$ cat config.mk
export PLATFORM = sky130hd
export DESIGN_NAME = flash_region_programmer
export DESIGN_NICKNAME = d
export VERILOG_FILES = /design/src/rtl/flash_region_programmer.sv
export SDC_FILE = /design/constraint.sdc
export NUM_CORES = 1
export LEC_CHECK = 0
export CORE_AREA = 2 2 149 151
export CTS_CLUSTER_SIZE = 12
export DETAILED_ROUTE_END_ITERATION = 6
export DIE_AREA = 0 0 151 153
export MAX_ROUTING_LAYER = met4
export PLACE_DENSITY = 0.71
export REMOVE_ABC_BUFFERS = 1
export SKIP_LAST_GASP = 1
export SLEW_MARGIN = 20
export SYNTH_ARGS = -nofsm -noshare
export SYNTH_HDL_FRONTEND = slang
export SYNTH_SLANG_ARGS = --single-unit
$ cat constraint.sdc
create_clock -name clk -period 4.9 [get_ports clk]
set_input_delay 0.98 -clock clk [delete_from_list [all_inputs] [get_ports clk]]
set_output_delay 0.98 -clock clk [all_outputs]
set_load 0.02 [all_outputs]
$ cat src/rtl/flash_region_programmer.sv
// Region programmer: turns one "program N pages at A" request into interleaved
// 4 kB subsector erases and 256-byte page programs issued to flash_state_machine.
module flash_region_programmer #(
    parameter logic [31:0] TIMEOUT_CYCLES = 32'd50_000_000,
    parameter int          PAGE_BYTES     = 256
) (
    input  logic        clk,
    input  logic        rst,
    input  logic        start,
    input  logic [31:0] start_addr,
    input  logic [15:0] num_pages,
    input  logic        abort,
    input  logic        page_ready,
    output logic        page_consume,
    output logic [3:0]  macro_states,
    output logic        macro_states_valid,
    input  logic        macro_states_done,
    output logic [63:0] addr_out,
    output logic        busy,
    output logic        done,
    output logic        aborted,
    output logic [1:0]  err_code,
    output logic [15:0] pages_done
);

    // state     | meaning
    // IDLE      | waiting for start
    // CHECK     | validate alignment, length and address range
    // ERS_REQ   | 1-cycle erase request (valid high)
    // ERS_WAIT  | waiting for erase completion / timeout
    // DATA_WAIT | waiting for a full page in the buffer, or abort
    // PRG_REQ   | 1-cycle page program request (valid high)
    // PRG_WAIT  | waiting for program completion / timeout
    // NEXT      | decide: finish, abort, new subsector or next page
    // FINISH    | 1-cycle done pulse
    localparam logic [3:0] S_IDLE      = 4'd0;
    localparam logic [3:0] S_CHECK     = 4'd1;
    localparam logic [3:0] S_ERS_REQ   = 4'd2;
    localparam logic [3:0] S_ERS_WAIT  = 4'd3;
    localparam logic [3:0] S_DATA_WAIT = 4'd4;
    localparam logic [3:0] S_PRG_REQ   = 4'd5;
    localparam logic [3:0] S_PRG_WAIT  = 4'd6;
    localparam logic [3:0] S_NEXT      = 4'd7;
    localparam logic [3:0] S_FINISH    = 4'd8;

    localparam logic [3:0]  OP_ERS   = 4'hA;
    localparam logic [3:0]  OP_PRG   = 4'hC;
    localparam logic [1:0]  ERR_REQ  = 2'd1;
    localparam logic [1:0]  ERR_TMO  = 2'd2;
    localparam logic [1:0]  ERR_OVF  = 2'd3;
    localparam logic [31:0] PAGE_INC = 32'(PAGE_BYTES);

    logic [3:0]  state;
    logic [31:0] cur_addr;
    logic [31:0] op_addr;
    logic [15:0] remaining;
    logic        need_erase;
    logic [31:0] tmo_cnt;
    logic [32:0] end_addr;

    // 33-bit sum so a region ending exactly at 2^32 is still legal
    assign end_addr = {1'b0, cur_addr} + 33'(remaining) * 33'(PAGE_BYTES);

    assign busy               = (state != S_IDLE);
    assign done               = (state == S_FINISH);
    assign macro_states_valid = (state == S_ERS_REQ) || (state == S_PRG_REQ);
    assign page_consume       = (state == S_PRG_WAIT) && macro_states_done;
    assign addr_out           = {32'b0, op_addr};

    always_ff @(posedge clk or posedge rst) begin
        if (rst) begin
            state        <= S_IDLE;
            cur_addr     <= '0;
            op_addr      <= '0;
            remaining    <= '0;
            need_erase   <= 1'b0;
            tmo_cnt      <= '0;
            macro_states <= 4'h0;
            aborted      <= 1'b0;
            err_code     <= 2'd0;
            pages_done   <= '0;
        end else begin
            case (state)
                S_IDLE: begin
                    if (start) begin
                        cur_addr   <= start_addr;
                        remaining  <= num_pages;
                        need_erase <= 1'b1;
                        err_code   <= 2'd0;
                        aborted    <= 1'b0;
                        pages_done <= '0;
                        state      <= S_CHECK;
                    end
                end
                S_CHECK: begin
                    if (cur_addr[7:0] != 8'h00 || remaining == 16'd0) begin
                        err_code <= ERR_REQ;
                        state    <= S_FINISH;
                    end else if (end_addr > 33'h1_0000_0000) begin
                        err_code <= ERR_OVF;
                        state    <= S_FINISH;
                    end else if (need_erase) begin
                        macro_states <= OP_ERS;
                        op_addr      <= {cur_addr[31:12], 12'h000};
                        state        <= S_ERS_REQ;
                    end else begin
                        state <= S_DATA_WAIT;
                    end
                end
                S_ERS_REQ: begin
                    tmo_cnt <= TIMEOUT_CYCLES - 32'd1;
                    state   <= S_ERS_WAIT;
                end
                S_ERS_WAIT: begin
                    if (macro_states_done) begin
                        need_erase <= 1'b0;
                        state      <= S_DATA_WAIT;
                    end else if (tmo_cnt == 32'd0) begin
                        err_code <= ERR_TMO;
                        state    <= S_FINISH;
                    end else begin
                        tmo_cnt <= tmo_cnt - 32'd1;
                    end
                end
                S_DATA_WAIT: begin
                    if (abort) begin
                        aborted <= 1'b1;
                        state   <= S_FINISH;
                    end else if (page_ready) begin
                        macro_states <= OP_PRG;
                        op_addr      <= cur_addr;
                        state        <= S_PRG_REQ;
                    end
                end
                S_PRG_REQ: begin
                    tmo_cnt <= TIMEOUT_CYCLES - 32'd1;
                    state   <= S_PRG_WAIT;
                end
                S_PRG_WAIT: begin
                    // done wins over a simultaneous timeout expiry
                    if (macro_states_done) begin
                        pages_done <= pages_done + 16'd1;
                        remaining  <= remaining - 16'd1;
                        cur_addr   <= cur_addr + PAGE_INC;
                        state      <= S_NEXT;
                    end else if (tmo_cnt == 32'd0) begin
                        err_code <= ERR_TMO;
                        state    <= S_FINISH;
                    end else begin
                        tmo_cnt <= tmo_cnt - 32'd1;
                    end
                end
                S_NEXT: begin
                    if (remaining == 16'd0) begin
                        state <= S_FINISH;
                    end else if (abort) begin
                        aborted <= 1'b1;
                        state   <= S_FINISH;
                    end else if (cur_addr[11:0] == 12'h000) begin
                        macro_states <= OP_ERS;
                        op_addr      <= {cur_addr[31:12], 12'h000};
                        state        <= S_ERS_REQ;
                    end else begin
                        state <= S_DATA_WAIT;
                    end
                end
                S_FINISH: state <= S_IDLE;
                default:  state <= S_IDLE;
            endcase
        end
    end

endmodule
==> flow_summary.ini, run 1 <==
[cells_and_area]
n_antenna_cell = 0
nets = 1177
fin_area_um2 = 10500
syn2layout_area_growth_pct = 20.9
final_layout_size_suffix_gt1_frac = 0.0737
layout.cells.non_filler = 1393

[grt]
grt_max_degree = 109
grt_use_total = 0.224
grt_pass1_wl_um = 40100
antenna_found_initial = 0
overflow = 0
first_global_vias = 7530

[routing]
avgRoutedWirePerCell_um = 17.8
drc_errors = 0
vias = 7897
antenna_left = 0
routed_via_density = 5.67
finalWirelength_um = 24700
drt_iter0_drc = 500
dr.pass1.iters = 5

[place]
dp.cells = 1361
gp_congestion = 0.895
io_buffers = 111
placed_area_um2 = 9880
hpwl_um = 17700

[timing]
timing.final.crit_period_ns = 4.05
rsz0062_at_grt = no
period_share = 0.827
clock-skew-final_ns = 0.0124
drv_slew = 0
clock.fmax_ghz = 0.247
tns_ns = 0
max-slew-margin-rel = 0.314
setup_violations = 0
timing.final.hold_violations = 0
worst_slew_pin_slew_ns = 1.03

[synth]
synthDistinctLibCells = 78
synth-seq-cells = 139
post-synth-top-area-cell = dfrtp_1
ys.flop_type = dfrtp_1
ys_seq_area_frac = 0.402
syn_area_per_cell_um2 = 8.54
synthTopCellsByArea = dfrtp_1 40%, nand2_1 5.9%, a21oi_1 4.8%
synth_warnings = 0
synth_commonest_cells = 139 x dfrtp_1, 135 x nand2_1, 85 x nor2_1, 83 x a21oi_1, 69 x o21ai_0
syn_inst = 1013
synth.most_common_cell = dfrtp_1
yosysTopAreaCellShare = 0.402
synth-edff-count = 0
syn_area_um2 = 8660
async_flop_share = 1.00

[worst_hold_path]
hp-start = macro_states[3]
holdPathEnd = macro_states[3]
min_path_cells = 1
hold_path_class = register to register

[clocking]
cts_tree = built
cts_buffer_depth = 2
cts_setup_buffers = 0
clock_latency_ns = 0.43
cts_root_buf = clkbuf_16
path_clk_slew_ns = 0.06
cts_htree_levels = 4
holdBufCountCts = 0
cts.sinks = 139
ctsResizeCount = 0
numCtsBuffers = 17

[critical_path]
cp_data_required_time_ns = 5.20
reg2reg_depth = 12
reg2reg_to = op_addr[31]
path_class = register to register
crit_path_end_kind = register
worstReg2RegStart = cur_addr[12]
arrival_ns = 4.36
ff2ff_setup_slack_ns = 0.85
startpoint_type = register
path_max_fanout = 23

[job]
drv_cap = 0

[pwr]
vdd_drop_max_mv = 0.289
power_density_nw_per_um2 = 582
power.leakage_nw = 4.14

[floorplanning]
die_w_um = 151
io_pins = 145
rows = 54
die_h_um = 153
dieArea_um2 = 23100
core_um2 = 21500
initial_utilization = 0.403

[status]
status = finished clean
-- cell usage in the layout, fill, tap and decap left out, drive strengths merged, types with 9 or more instances in the layout --
| master | instances |
|---|---|
| dfrtp | 139 |
| nand2 | 135 |
| clkdlybuf4s50 | 111 |
| nor2 | 85 |
| a21oi | 83 |
| o21ai | 69 |
| nand3 | 43 |
| inv | 34 |
| conb | 33 |
| nor3 | 23 |
| xor2 | 23 |
| mux2 | 23 |
| ha | 22 |
| o22ai | 19 |
| xnor2 | 18 |
| clkbuf | 18 |
| o31ai | 17 |
| or3 | 17 |
| buf | 15 |
| or4 | 14 |
| nand4 | 14 |
| nor4 | 13 |
| o211ai | 13 |
| and3 | 9 |
| and2 | 9 |
-- worst max path at each step --
stage	to	slack, ns	cells past startpoint	startpoint
5_1_grt	op_addr[21]	0.52	12	cur_addr[12]
4_1_cts	op_addr[31]	0.87	12	cur_addr[12]
6_report	op_addr[31]	0.85	12	cur_addr[12]
3_3_place_gp	tmo_cnt[22]	0.86	9	macro_states_done
3_5_place_dp	tmo_cnt[22]	0.81	9	macro_states_done
2_1_floorplan	aborted	0.20	1	rst
-- where the power goes --
part	switching, mW	total [mW]	internal, mW
combinational	1.75	2.90	1.15
clock	0.571	1.29	0.721
sequential	0.442	1.90	1.46
-- per-layer routing --
layer  GRT usage  part of all wire  up-vias
li1            -                 -     3777
met1       0.312              0.46     3794
met2       0.327              0.45      274
met3      0.0484             0.059       52
met4      0.0694             0.023        0
met5           -                 0        -
-- critical path, cell delays in order (launching register included) --
cell,delay (ns)
dfrtp_1,0.46
ha_1,0.44
a21oi_1,0.21
nand2_1,0.17
o21ai_0,0.41
a211o_1,0.22
or3b_2,0.43
a2111oi_0,0.40
nand3_1,0.15
buf_4,0.21
nand2_1,0.09
buf_4,0.34
mux2_2,0.39
-- cell families after synthesis --
| logic type | Yosys count | synth area share |
|---|---|---|
| and+or+nand+nor | 405 | 0.231 |
| xor gates and xnor gates | 41 | 0.0415 |
| buffers and inverters | 116 | 0.0681 |
| DFF | 139 | 0.402 |
| muxes | 28 | 0.0357 |
| AOI/OAI and AO/OA | 260 | 0.187 |
| adders and majority gates | 23 | 0.0341 |
| other | 1 | 0.000433 |
-- sequential cells by signal (all words and copies together), names as in the netlist --
signal        cells
cur_addr         32
err_code          2
need_erase        1
macro_states      3
state             4
aborted           1
pages_done       16
tmo_cnt          32
op_addr          32
remaining        16
-- per-stage QoR --
| step | worst slack (ns) | power (mW) | util | hold slack, ns |
|---|---|---|---|---|
| after floorplan | 0.195 | 3.75 | - | 0.459 |
| after global placement | 0.864 | 4.78 | 0.460 | 0.474 |
| after detailed placement | 0.811 | 4.77 | 0.460 | 0.479 |
| after CTS | 0.874 | 6.09 | 0.487 | 0.493 |
| after global routing | 0.522 | 6.52 | 0.487 | 0.513 |
| final | 0.849 | 6.09 | 0.487 | 0.485 |
-- area by class of cell --
cell class | instances | area (um^2)
Clock buffer | 18 | 429
Clock inverter | 14 | 151
Fill cell | 2061 | 11000
Inverter | 26 | 103
Multi-Input combinational cell | 790 | 4730
Sequential cell | 139 | 3480
Tap cell | 280 | 350
Timing Repair Buffer | 126 | 1220
(Power assumes the default switching activity.)
==> inputs of run 2 (changes only) <==
- PLACE_DENSITY: 0.71 -> 0.68
- clock period: 4.9 -> 3.85 ns (I/O delays scaled with it)
==> run 2 against run 1 <==
  * Register-to-register slack worse by 0.64 ns
  * Largest power group unchanged
  * Highest routed layer unchanged
  * Final cell count up 1.4%
  * Critical path depth down 1
  * Non-clock buffer count up 20
  * Worst hold slack worse by 0.0070 ns
  * Flip-flop and latch count unchanged
  * First-iteration DRC count up 11%
==> flow_summary.ini, run 2 (same netlist as run 1, synthesis figures left out) <==
[cells_and_area]
n_antenna_cell = 0
top_regs = cur_addr (32), op_addr (32), tmo_cnt (32)
utilization = 0.497
nets = 1197
final_layout_size_suffix_gt1_frac = 0.0918
fin_area_um2 = 10700
layout_common_cells = 139 x dfrtp_1, 135 x nand2_1, 111 x clkdlybuf4s50_1
layout_commonest_cell = dfrtp_1
syn2layout_area_growth_pct = 23.3
n_fill_cell = 2065

[pwr]
vdd_drop_max_mv = 0.368
power_density_nw_per_um2 = 745
power.leakage_nw = 4.25
power_mw = 7.95

[timing]
rsz0062_at_grt = no
timing.final.hold_violations = 0
period_share = 0.947
tns_ns = 0
drv_slew = 0
setup_violations = 0
worst_slew_pin_slew_ns = 0.967
timing.final.crit_period_ns = 3.65
timing.hold.ws_ns = 0.478
max-slew-margin-rel = 0.349
clock-skew-final_ns = 0.0228
clock.fmax_ghz = 0.274

[critical_path]
critPathSlowestCell = dfrtp_1
crit_family = simple AND/OR/NAND/NOR gates
startpoint_type = register
path_class = register to register
reg2reg_depth = 11
crit_cells = 11
max_stage_delay_ns = 0.50
crit_buf_inv = 1
arrival_ns = 3.95
crit_path_end_kind = register
path_max_fanout = 12
worstPathCellList = ha_1 -> a21o_1 -> and4_1 -> o21ai_0 -> a211o_1 -> or3b_2 -> a2111oi_1 -> nand3_1 -> nand2_1 -> buf_12 -> mux2_2
cp_data_required_time_ns = 4.16

[clocking]
path_clk_slew_ns = 0.06
cts_setup_buffers = 0
holdBufCountCts = 0
numCtsBuffers = 17
cts_tree = built
cts.sinks = 139
cts_root_buf = clkbuf_16
clock_latency_ns = 0.44
cts_htree_levels = 4
cts_buffer_depth = 2

[floorplanning]
rows = 54
die_h_um = 153
dieArea_um2 = 23100
core_um2 = 21500
initial_utilization = 0.403
die_w_um = 151
io_pins = 145

[routing]
routed_via_density = 5.66
antenna_left = 0
route.met2.wl_um = 11300
finalWirelength_um = 25000
vias = 8002
met3WireLength_um = 1400
dr.max_layer_used = met4
drt-met1-wl_um = 12000
avgRoutedWirePerCell_um = 17.7
dr.pass1.iters = 5
drc_errors = 0
drt_iter0_drc = 553

[worst_hold_path]
hold_path_class = register to register
min_path_cells = 1

[grt]
grt_max_degree = 69
grt_use_total = 0.225
first_global_vias = 7427
overflow = 0
grt_pass1_wl_um = 40000
antenna_found_initial = 0

[place]
gp_congestion = 0.928
hpwl_um = 17700
placed_area_um2 = 10100
io_buffers = 111

[job]
drv_cap = 0

[status]
status = finished clean
run 2: changes by cell type in the layout (fill, tap and decap cells not counted), sizes merged:
| cell | before | now |
|---|---|---|
| buf | 15 | 35 |
| clkinvlp | 1 | 2 |
| clkinv | 4 | 2 |
| inv | 34 | 35 |
run 2: cell type report:
| type | count | area (um^2) | share of cell area |
|---|---|---|---|
| Multi-Input combinational cell | 790 | 4740 | 0.444 |
| Clock inverter | 14 | 148 | 0.0138 |
| Clock buffer | 18 | 439 | 0.0412 |
| Sequential cell | 139 | 3480 | 0.326 |
| Tap cell | 280 | 350 | 0.0328 |
| Inverter | 26 | 103 | 0.00962 |
| Timing Repair Buffer | 146 | 1410 | 0.132 |
run 2: final timing paths:
| path | to | startpoint | slack (ns) |
|---|---|---|---|
| min | macro_states[3] | macro_states[3] | 0.48 |
| min reg2reg | macro_states[3] | macro_states[3] | 0.48 |
| max | op_addr[28] | cur_addr[9] | 0.20 |
| min in group asynchronous | pages_done[14] | rst | 0.80 |
| max reg2reg | op_addr[28] | cur_addr[9] | 0.20 |
| max in group asynchronous | err_code[1] | rst | 2.24 |
run 2: worst reg2reg max path, delay by kind of cell (launching register included):
kind | cells | cell delay, ns
AO/OA/AOI/OAI | 4 | 1.00
adder cells (fa/ha/maj) | 1 | 0.35
buffers and inverters | 1 | 0.18
flip-flops | 1 | 0.50
multiplexers | 1 | 0.35
AND/OR/NAND/NOR | 4 | 1.14
run 2: layer usage:
layer,vias to the layer above,track usage
met5,-,-
met2,300,0.329
met3,28,0.0307
met4,0,0.0636
li1,3822,-
met1,3852,0.327
run 2: per-stage QoR:
stage / std cells / setup WS (ns)
2_1_floorplan: 955 / -0.645
3_3_place_gp: 1381 / 0.179
3_5_place_dp: 1381 / 0.115
4_1_cts: 1413 / 0.0895
5_1_grt: 1413 / 0.0764
6_report: 1413 / 0.205
run 2: power by group:
part	switching (mW)	total [mW]	internal, mW
clock network	0.746	1.68	0.934
registers	0.490	2.35	1.86
logic	2.32	3.92	1.60
total	3.55	7.95	4.39
run 2: timing repair:
action | CTS | global route
endpoints found under the hold margin | 0 | 0
gates resized for setup | 0 | 2
setup endpoints to repair | 0 | 6
==> inputs of run 3 (changes only) <==
- PLACE_DENSITY: 0.68 -> 0.61
==> run 3 against run 2 <==
  * Critical path depth unchanged
  * Via count decreased by 0.22%
  * Clock power about the same
  * Critical endpoint is now op_addr[0]
  * Largest cell class unchanged
==> flow_summary.ini, run 3 (same netlist as run 1, synthesis figures left out) <==
[timing]
timing.hold.ws_ns = 0.476
timing.final.hold_violations = 0
clock-skew-final_ns = 0.0202
timing.final.crit_period_ns = 3.55
setup_violations = 0
tns_ns = 0
clock.fmax_ghz = 0.282
rsz0062_at_grt = no
period_share = 0.922
drv_slew = 0
max-slew-margin-rel = 0.266
worst_slew_pin_slew_ns = 1.09

[routing]
dr.pass1.iters = 5
drt_iter0_drc = 561
drc_errors = 0
avgRoutedWirePerCell_um = 18.2
vias = 7984
routed_via_density = 5.61
finalWirelength_um = 25900
antenna_left = 0

[pwr]
power_density_nw_per_um2 = 747
vdd_drop_max_mv = 0.423
power.leakage_nw = 4.29
power_mw = 8.00
seq_power_share = 0.291
intPower_mw = 4.41
clock_power_share = 0.209
switching_share = 0.449
combPwrFrac = 0.500
power.net_switching_mw = 3.59

[grt]
antenna_found_initial = 0
grt_max_degree = 73
grt_use_total = 0.232
grt_pass1_wl_um = 41000
first_global_vias = 7483
overflow = 0

[cells_and_area]
layout_common_cells = 139 x dfrtp_1, 135 x nand2_1, 111 x clkdlybuf4s50_1
final_layout_size_suffix_gt1_frac = 0.0981
top_regs = cur_addr (32), op_addr (32), tmo_cnt (32)
layout_commonest_cell = dfrtp_1
syn2layout_area_growth_pct = 23.9
nets = 1206
n_antenna_cell = 0
layout.cells.non_filler = 1422

[floorplanning]
initial_utilization = 0.403
io_pins = 145
die_w_um = 151
die_h_um = 153
dieArea_um2 = 23100
rows = 54
core_um2 = 21500

[critical_path]
cp_data_required_time_ns = 4.17
critical_path.most_common_cell = a2111o_1
reg2reg_depth = 11
path_class = register to register
max_stage_delay_ns = 0.47
startpoint_type = register
critPathSlowestCell = dfrtp_1
path_max_fanout = 13
arrival_ns = 3.87
crit_path_end_kind = register
worstPathCellList = ha_1 -> a21oi_1 -> nand2_1 -> a2111o_1 -> a2111o_1 -> nor4_1 -> o211ai_1 -> o31ai_2 -> a21boi_1 -> buf_4 -> o31ai_1

[clocking]
cts_root_buf = clkbuf_16
path_clk_slew_ns = 0.07
cts_tree = built
numCtsBuffers = 17
cts_htree_levels = 4
cts_buffer_depth = 2
cts.sinks = 139
holdBufCountCts = 0
clock_latency_ns = 0.43

[worst_hold_path]
min_path_cells = 1
hold_path_class = register to register

[job]
drv_cap = 0

[place]
hpwl_um = 18800
io_buffers = 111
gp_congestion = 0.955
dp.cells = 1390

[status]
status = finished clean
## run 3: power groups by stage
stage                     logic, mW  clock network, mW  registers [mW]
final                          4.00               1.67            2.33
after global routing           4.39               1.77            2.39
after CTS                      3.96               1.70            2.32
after detailed placement       3.94                  0            2.34
after global placement         3.98                  0            2.34
after floorplan                2.40                  0            2.37
## run 3: cell type report
type,instances,area [um^2]
flip-flops and latches,139,3480
clock inverters,14,155
inverters,26,103
clock buffers,18,439
well taps,280,350
repair buffers,155,1470
fillers,2053,10800
multi-input cells,790,4730
## run 3: path summary, 6_finish.rpt
path,from,end,slack (ns)
max in group asynchronous,rst,remaining[0],2.29
worst max register to register,cur_addr[12],op_addr[0],0.30
worst max-delay path,cur_addr[12],op_addr[0],0.30
worst min-delay path,macro_states[3],macro_states[3],0.48
min in group asynchronous,rst,cur_addr[7],0.83
worst min register to register,macro_states[3],macro_states[3],0.48
## run 3: stage by stage
step	util	instance area [um^2]	setup slack, ns
after floorplan	-	8280	-0.645
after global placement	0.471	10100	0.350
after detailed placement	0.471	10100	0.221
after CTS	0.499	10700	0.295
after global routing	0.499	10700	0.0378
final	0.499	10700	0.302
## run 3: what timing repair did
| action | in CTS | in global routing |
|---|---|---|
| setup endpoints to repair | 0 | 22 |
| setup buffers | 0 | 0 |
| endpoints found under the hold margin | 0 | 0 |
| gates resized for setup | 0 | 2 |
## run 3: layer usage
layer  global-route usage  vias to the layer above  share of wire
met5                    -                        -              0
met4               0.0685                        0          0.021
met1                0.328                     3881           0.47
li1                     -                     3840              -
met2                0.347                      230           0.46
met3               0.0340                       33          0.051
## run 3: critical path: cells and delay by family, from the launching register on
kind,cells,cell delay (ns)
compound gates,7,1.88
fa+ha+maj,1,0.45
buf+inv,1,0.19
flops,1,0.47
simple gates,2,0.44
